<file path="src/rtl/seq_detector_param.sv">
// -----------------------------------------------------------------------------
// seq_detector_param
//
// Parameterised serial pattern detector. The state S is the length of the
// longest prefix of PATTERN that is a suffix of the bits consumed so far.
// The transition tables are derived from PATTERN at elaboration with a
// KMP-style prefix/border search. There is no hand-written per-pattern state
// table.
//
// Parameters
//   PAT_W    pattern length in bits (2..16)
//   PATTERN  target sequence; PATTERN[PAT_W-1] is the first bit received
//   CNT_W    detection counter width
//
// Ports
//   clk       rising-edge clock
//   reset     asynchronous, active-high reset
//   din       serial data bit
//   en        bit-valid qualifier; din is consumed only when en=1
//   ovl_mode  1 = overlapping detection, 0 = non-overlapping detection
//   y         Mealy detect (combinational from state, din and en)
//   y_q       y registered (one-cycle pulse after a detection)
//   cnt_clr   synchronous counter clear          (SEQDET_COUNT_EN only)
//   det_cnt   saturating detection count         (SEQDET_COUNT_EN only)
//
// Configuration macro: SEQDET_COUNT_EN adds cnt_clr, det_cnt and the counter.
// -----------------------------------------------------------------------------
module seq_detector_param #(
  parameter int unsigned        PAT_W   = 5,
  parameter logic [PAT_W-1:0]   PATTERN = 5'b11001,
  parameter int unsigned        CNT_W   = 8
) (
  input  logic             clk,
  input  logic             reset,
  input  logic             din,
  input  logic             en,
  input  logic             ovl_mode,
  output logic             y,
  output logic             y_q
`ifdef SEQDET_COUNT_EN
  ,
  input  logic             cnt_clr,
  output logic [CNT_W-1:0] det_cnt
`endif
);

  localparam int unsigned SW = $clog2(PAT_W);
  localparam int unsigned NS = 2 ** SW;

  // Next state after consuming bit b in state s: the longest k such that the
  // first k pattern bits equal the last k bits of (pattern[0..s-1], b).
  // k is capped at PAT_W-1, so for a completed match this yields the longest
  // proper border of the whole pattern.
  function automatic int kmp_next(input int s, input logic b);
    int   best;
    int   kmax;
    int   p;
    logic ok;
    logic tbit;
    best = 0;
    kmax = (s + 1 < int'(PAT_W)) ? s + 1 : int'(PAT_W) - 1;
    for (int k = 1; k <= kmax; k++) begin
      ok = 1'b1;
      for (int j = 0; j < k; j++) begin
        p    = s + 1 - k + j;
        tbit = (p < s) ? PATTERN[int'(PAT_W) - 1 - p] : b;
        if (PATTERN[int'(PAT_W) - 1 - j] != tbit) begin
          ok = 1'b0;
        end
      end
      if (ok) begin
        best = k;
      end
    end
    return best;
  endfunction

  localparam logic [SW-1:0] LAST_S   = SW'(PAT_W - 1);
  localparam logic [SW-1:0] BORDER_S = SW'(kmp_next(int'(PAT_W) - 1, PATTERN[0]));

  // Parameter sanity check at elaboration.
  if (PAT_W < 2 || PAT_W > 16 || CNT_W < 1) begin : g_bad_param
    $error("seq_detector_param: PAT_W must be 2..16 and CNT_W >= 1");
  end

  typedef logic [SW-1:0] state_t;

  state_t state_q;
  state_t state_d;
  logic   y_s;

  // Transition tables indexed by state, one per input bit value. Entries for
  // unreachable encodings (S >= PAT_W) return to the idle state.
  state_t nxt0_s [NS];
  state_t nxt1_s [NS];

  for (genvar g = 0; g < NS; g++) begin : g_tab
    if (g < PAT_W) begin : g_live
      localparam state_t N0 = SW'(kmp_next(g, 1'b0));
      localparam state_t N1 = SW'(kmp_next(g, 1'b1));
      assign nxt0_s[g] = N0;
      assign nxt1_s[g] = N1;
    end else begin : g_pad
      assign nxt0_s[g] = '0;
      assign nxt1_s[g] = '0;
    end
  end

  // State register.
  always_ff @(posedge clk or posedge reset) begin
    if (reset) begin
      state_q <= '0;
    end else begin
      state_q <= state_d;
    end
  end

  // Next-state and Mealy detect.
  always_comb begin
    state_d = state_q;
    y_s     = 1'b0;
    if (en) begin
      if ((state_q == LAST_S) && (din == PATTERN[0])) begin
        y_s = 1'b1;
        // ovl_mode is sampled only here, so a change never disturbs S.
        if (ovl_mode) begin
          state_d = BORDER_S;
        end else begin
          state_d = '0;
        end
      end else if (din) begin
        state_d = nxt1_s[state_q];
      end else begin
        state_d = nxt0_s[state_q];
      end
    end else begin
      state_d = state_q;
    end
  end

  // Gating with reset keeps y low for the whole reset interval.
  assign y = y_s & ~reset;

  // Registered copy of the detect pulse.
  always_ff @(posedge clk or posedge reset) begin
    if (reset) begin
      y_q <= 1'b0;
    end else begin
      y_q <= y;
    end
  end

`ifdef SEQDET_COUNT_EN
  logic [CNT_W-1:0] det_cnt_q;
  logic [CNT_W-1:0] det_cnt_d;

  // Saturating counter next value; clear has priority over a detection.
  always_comb begin
    det_cnt_d = det_cnt_q;
    if (cnt_clr) begin
      det_cnt_d = '0;
    end else if (y_s && (det_cnt_q != {CNT_W{1'b1}})) begin
      det_cnt_d = det_cnt_q + CNT_W'(1);
    end else begin
      det_cnt_d = det_cnt_q;
    end
  end

  // Detection counter register.
  always_ff @(posedge clk or posedge reset) begin
    if (reset) begin
      det_cnt_q <= '0;
    end else begin
      det_cnt_q <= det_cnt_d;
    end
  end

  assign det_cnt = det_cnt_q;
`endif

endmodule

</file>
<file path="config.mk">
export PLATFORM = sky130hd
export DESIGN_NAME = seq_detector_param
export DESIGN_NICKNAME = d
export VERILOG_FILES = /design/src/rtl/seq_detector_param.sv
export SDC_FILE = /design/constraint.sdc
export NUM_CORES = 1
export LEC_CHECK = 0
export CAP_MARGIN = 15
export CORE_AREA = 2 2 39 41
export DETAILED_ROUTE_END_ITERATION = 12
export DIE_AREA = 0 0 41 43
export GPL_TIMING_DRIVEN = 0
export PLACE_DENSITY = 0.34
export SLEW_MARGIN = 10
export SYNTH_ARGS = -nofsm -noshare
export SYNTH_HDL_FRONTEND = slang
export SYNTH_SLANG_ARGS = --single-unit
</file>
<file path="constraint.sdc">
create_clock -name clk -period 1.3 [get_ports clk]
set_input_delay 0.39 -clock clk [delete_from_list [all_inputs] [get_ports clk]]
set_output_delay 0.39 -clock clk [all_outputs]
set_load 0.02 [all_outputs]
</file>
==> results of run 1 <==
==> how the worst max path moves through the flow <==
stage                    start  end  slack (ns)
finish              state_q[1]    y       -0.26
global route        state_q[0]    y       -0.32
CTS                 state_q[0]    y       -0.27
detailed placement         din    y       -0.97
global placement            en    y       -0.97
floorplan           state_q[1]    y       -0.04
==> cells by family (layout without fill, tap and decap cells) <==
family / after synthesis / count (layout) / share of synthesized area
buf+inv: 4 / 21 / 0.0648
fa+ha+maj: 3 / 3 / 0.162
flops: 4 / 4 / 0.432
compound gates: 5 / 5 / 0.141
mux: 1 / 1 / 0.0432
simple gates: 8 / 8 / 0.157
==> cell usage in the layout, fill, tap and decap left out, types with 2 or more instances in the layout <==
master,instances
buf_4,8
clkbuf_4,3
clkdlybuf4s15_1,2
dfrtp_1,4
dlygate4sd2_1,2
ha_1,2
inv_1,2
inv_2,2
nand2_1,3
==> Yosys cell counts <==
cell and number:
inv_1 4, a21oi_1 1, a41oi_1 1, o21bai_1 1, nor3_1 1, o22ai_1 1
nor2_1 1, nand3_1 1, dfrtp_1 4, nand3b_1 1, nand2_1 4, o21ai_0 1
mux2i_1 1, ha_1 3
==> flip-flops by register name, summed over array words and instances (netlist names) <==
signal   cells
y_q          1
state_q      3
==> critical path, cell delays in order, from the launching register on <==
cell and delay (ns):
dfrtp_1 0.39, inv_2 0.09, ha_4 0.14, nand2_4 0.05, nor3_4 0.14, buf_6 0.14
==> repair_timing <==
action,in CTS,in global routing
pin swaps,2,0
endpoints found under the setup margin,2,3
setup buffers,8,1
resized for setup,17,1
==> per-layer routing <==
| layer | track usage | vias to the layer above |
|---|---|---|
| met3 | 0 | 0 |
| li1 | - | 119 |
| met5 | 0 | - |
| met1 | 0.100 | 103 |
| met4 | 0.120 | 0 |
| met2 | 0.119 | 5 |
==> stage by stage <==
step	total power, mW	instance area (um2)
final	0.656	424
after global routing	0.714	424
after CTS	0.642	423
after detailed placement	0.353	323
after global placement	0.354	323
after floorplan	0.302	243
==> cell type report <==
cell class | instances | area, um2
clock buffers | 3 | 22.5
inverters | 4 | 15.0
flip-flops and latches | 4 | 100
well taps | 16 | 20.0
multi-input cells | 17 | 148
fillers | 147 | 960
repair buffers | 14 | 119
==> power by group through the flow <==
| stage | clock network, mW | logic, mW | registers (mW) |
|---|---|---|---|
| 2_1_floorplan | 0 | 0.120 | 0.182 |
| 3_3_place_gp | 0 | 0.160 | 0.194 |
| 3_5_place_dp | 0 | 0.161 | 0.192 |
| 4_1_cts | 0.161 | 0.296 | 0.185 |
| 5_1_grt | 0.167 | 0.358 | 0.188 |
| 6_report | 0.150 | 0.322 | 0.185 |
==> flow_metrics.tcl, run 1 <==
set metrics [dict create \
    wl_met2_um 303 \
    gr-total-overflow 0 \
    nets 52 \
    slew_headroom 0.850 \
    viasPerCell 3.91 \
    hold_slack_ns 0.232 \
    critical_path_required_ns 0.91 \
    p_sw_mw 0.216 \
    cts_buffer_depth 2 \
    row_count 14 \
    detail_route.wl_per_cell_um 9.93 \
    ys_top_cells_by_area "dfrtp_1 43%, ha_1 16%, inv_1 6.5%, nand2_1 6.5%, mux2i_1 4.3%" \
    grt_pass1_wl_um 986 \
    io_pins 7 \
    utilization 0.307 \
    cts_made_buffers 3 \
    cell_internal_pwr_mw 0.440 \
    power_frac_clock 0.228 \
    drc 0 \
    drv_slew 0 \
    die_w_um 41 \
    swShare 0.329 \
    drive_gt1_frac 0.405 \
    status "complete, but fails checks" \
    drt_iter0_markers 5 \
    worst_skew_pair.late_latency_ns 0.23 \
    port_buffers 6 \
    fmaxAchievable_ghz 0.640 \
    initial_core_util 0.167 \
    hold_viol 0 \
    fin_crit_ns 1.56 \
    ir_drop_mv 0.400 \
    power.share.sequential 0.282 \
    drtPass1Iterations 2 \
    cts_sinks 4 \
    r2r-end "state_q[1]" \
    htreeDepth 1 \
    arrival_ns 1.17 \
    netlist_area_um2 231 \
    netlist.top_cell.by_area "dfrtp_1" \
    leakage_nw 0.210 \
    hpwl_um 395 \
    highest_layer "met3" \
    vias 227 \
    syn_avg_cell_area_um2 9.26 \
    syn-num-nets 33 \
    gr-usage-all-layers 0.0875 \
    fin_cells 58 \
    worstMarginPinSlew_ns 0.225 \
    drv_cap 0 \
    r2r-start "state_q[0]" \
    worst-r2r-setup-slack_ns 0.08 \
    grt_max_degree 8 \
    seq_area_frac_synth 0.432 \
    timing.final.ws_setup_ns -0.263 \
    wl_met3_um 26 \
    worst-path-max-fanout 2 \
    place_ws_ns -0.973 \
    p_per_area_nw_per_um2 1550 \
    gp_congestion 0.691 \
    area_delta_synth_final_pct 83.2 \
    failed_checks "setup timing" \
    first_global_vias 250 \
    cp-start-kind "flip-flop" \
    synth.distinct_cells 14 \
    cts-hold-fix-buffers 0 \
    end_kind "output port" \
    met1Wirelength_um 247 \
    yosysWarnings 0 \
    antenna_found_initial 0 \
    clk_pin_slew_ns 0.04 \
    fin_worst_skew_ns 0.000326 \
    postSynthCellCount 25 \
    path_class "reg -> out" \
    r2r_cells 6 \
    finalSetupViolCount 1 \
    fin_crit_sh 1.20 \
    ys_seq_elements 4 \
    clockRootBuffer "clkbuf_4" \
    rsz0062_at_grt "yes" \
    tns_ns -0.263 \
    routed_wl_um 576 \
    yosysTopAreaCellShare 0.432 \
    core_um2 1380 \
    p_comb_frac 0.490 \
    dpl.cell_count 47 \
    dieHeight_um 43 \
    dieArea_um2 1760 \
    n_antenna_cell 0 \
    cts_tree "done" \
    hold_path.class "in -> async" \
    drt.antenna.violating_nets 0 \
]
Note: power is estimated with default switching activity, not from simulation.
==> run 2: changes to the inputs <==
--- a/config.mk
+++ b/config.mk
@@ -7,6 +7,7 @@
 export LEC_CHECK = 0
 export CAP_MARGIN = 15
 export CORE_AREA = 2 2 39 41
+export CTS_BUF_LIST = sky130_fd_sc_hd__clkbuf_16
 export DETAILED_ROUTE_END_ITERATION = 12
 export DIE_AREA = 0 0 41 43
 export GPL_TIMING_DRIVEN = 0
==> run 2 against run 1 <==
Net effect:
- the run still ends with setup timing left
- via count grew 1.8%
- combinational power barely moved
- total power increased by 49%
- critical path depth unchanged
- utilization is 3.3 points higher
- hold slack improved by 0.0080 ns
- first-iteration DRC count unchanged
- clock-buffer cell count unchanged
- routed wire length is 6.6% higher
- critical endpoint unchanged
==> flow_metrics.tcl, run 2 (same netlist as run 1, synthesis figures left out) <==
set metrics [dict create \
    critical_path_required_ns 0.91 \
    gp_congestion 0.691 \
    largest_register_ffs 3 \
    tns_ns -0.255 \
    path_class "reg -> out" \
    wl_met3_um 28 \
    worst_skew_pair.late_latency_ns 0.22 \
    crit_family "flip-flops" \
    ir_drop_mv 0.430 \
    io_pins 7 \
    end_kind "output port" \
    area_delta_synth_final_pct 103 \
    crit_chain "inv_2, ha_4, nand2_4, nor3_4, buf_6" \
    power_frac_clock 0.483 \
    drv_cap 0 \
    p_total_mw 0.979 \
    status "complete, but fails checks" \
    leakage_nw 0.236 \
    detail_route.wl_per_cell_um 10.6 \
    antenna_found_initial 0 \
    core_um2 1380 \
    dieHeight_um 43 \
    port_buffers 6 \
    max_stage_delay_ns 0.39 \
    max_flop_register "state_q" \
    wl_met2_um 311 \
    hold_path.class "in -> async" \
    highest_layer "met3" \
    vias 231 \
    first_global_vias 255 \
    clk_pin_slew_ns 0.03 \
    fillCellCount 147 \
    drive_gt1_frac 0.429 \
    gr-total-overflow 0 \
    r2r-start "state_q[0]" \
    r2r_cells 6 \
    timing.final.ws_setup_ns -0.255 \
    cts_tree "done" \
    power.share.sequential 0.189 \
    critical_path.slowest_cell "dfrtp_1" \
    critPathBufInv 2 \
    drt_iter0_markers 5 \
    cell_internal_pwr_mw 0.729 \
    routed_wl_um 614 \
    grt_max_degree 8 \
    clockRootBuffer "clkbuf_16" \
    cp-endpoint "y" \
    drt.antenna.violating_nets 0 \
    cts_made_buffers 3 \
    drc 0 \
    fmaxAchievable_ghz 0.643 \
    worstMarginPinSlew_ns 0.214 \
    dieArea_um2 1760 \
    r2r-end "state_q[1]" \
    rsz0062_at_grt "yes" \
    hpwl_um 395 \
    p_per_area_nw_per_um2 2080 \
    mostFrequentLayoutCells "8 x buf_4, 4 x dfrtp_1, 3 x nand2_1, 3 x clkbuf_16, 3 x dlygate4sd2_1" \
    drtPass1Iterations 2 \
    n_antenna_cell 0 \
    cp-start-kind "flip-flop" \
    worst-r2r-setup-slack_ns 0.08 \
    die_w_um 41 \
    failed_checks "setup timing" \
    gr-usage-all-layers 0.0966 \
    met1Wirelength_um 274 \
    fin_crit_sh 1.20 \
    nets 52 \
    fin_worst_skew_ns 0.000471 \
    crit_cells 5 \
    p_sw_mw 0.250 \
    p_comb_frac 0.327 \
    mostFrequentLayoutCell "buf_4" \
    arrival_ns 1.17 \
    row_count 14 \
    hold_viol 0 \
    slew_headroom 0.857 \
    drv_slew 0 \
    worst-path-max-fanout 2 \
    viasPerCell 3.98 \
    fin_crit_ns 1.56 \
    htreeDepth 1 \
    grt_pass1_wl_um 1060 \
    initial_core_util 0.167 \
    top_regs "state_q x3, y_q x1" \
    finalSetupViolCount 1 \
    swShare 0.256 \
    hold_slack_ns 0.240 \
    cts_buffer_depth 2 \
    startpoint "state_q[1]" \
    cts_sinks 4 \
]
[run 2: changes by cell type in the layout (fill, tap and decap cells not counted)]
cell             before  now
clkbuf_16             0    3
clkbuf_4              3    0
clkdlybuf4s15_1       2    0
clkbuf_2              0    1
dlygate4sd2_1         2    3
[run 2: area by class of cell]
class	instances	area [um2]	share of cell area
multi-input combinational	17	148	0.314
timing repair buffer	14	113	0.239
sequential	4	100	0.213
clock buffer	3	75.1	0.160
tap	16	20.0	0.0426
inverter	4	15.0	0.0319
[run 2: power by group through the flow]
stage	sequential (mW)	combinational [mW]	clock (mW)
floorplan	0.182	0.120	0
global placement	0.194	0.160	0
detailed placement	0.192	0.161	0
CTS	0.185	0.296	0.484
global route	0.189	0.358	0.494
finish	0.185	0.321	0.473
[run 2: repair_timing]
| item | 4_1_cts | 5_1_grt |
|---|---|---|
| setup endpoints to repair | 3 | 2 |
| hold buffers | 0 | 0 |
| gates resized for setup | 17 | 1 |
| pin swaps | 2 | 0 |
| buffers inserted | 8 | 1 |
[run 2: worst register-to-register path, cell delays in order (launching register included)]
cell and delay [ns]:
dfrtp_1 0.36, inv_2 0.06, buf_4 0.13, buf_4 0.12
ha_1 0.20, mux2i_1 0.13, o22ai_1 0.09
[run 2: worst min path at each step]
stage                           from    endpoint  slack [ns]  cells after the start
after floorplan                reset  state_q[0]        0.16                      1
after global placement    state_q[2]         y_q        0.60                      2
after detailed placement  state_q[2]         y_q        0.61                      2
after CTS                      reset  state_q[2]        0.25                      2
after global routing           reset  state_q[1]        0.27                      2
final                          reset  state_q[2]        0.24                      2
[run 2: stage by stage]
| stage | area (um2) | cells | utilization | setup slack (ns) |
|---|---|---|---|---|
| finish | 470 | 58 | 0.340 | -0.255 |
| global route | 470 | 58 | 0.340 | -0.297 |
| CTS | 475 | 58 | 0.344 | -0.250 |
| detailed placement | 323 | 47 | 0.233 | -0.973 |
| global placement | 323 | 47 | 0.233 | -0.967 |
| floorplan | 243 | 25 | - | -0.0351 |
[run 2: per-layer routing]
| layer | up-vias | GRT usage |
|---|---|---|
| li1 | 119 | - |
| met1 | 105 | 0.107 |
| met2 | 7 | 0.131 |
| met3 | 0 | 0.0157 |
| met5 | - | 0 |
| met4 | 0 | 0.120 |
==> run 3: changes to the inputs <==
--- a/config.mk
+++ b/config.mk
@@ -5,7 +5,7 @@
 export SDC_FILE = /design/constraint.sdc
 export NUM_CORES = 1
 export LEC_CHECK = 0
-export CAP_MARGIN = 15
+export CAP_MARGIN = 20
 export CORE_AREA = 2 2 39 41
 export CTS_BUF_LIST = sky130_fd_sc_hd__clkbuf_16
 export DETAILED_ROUTE_END_ITERATION = 12
==> results of run 3 <==
Final layout, timing and power as in run 2 (identical DEF).
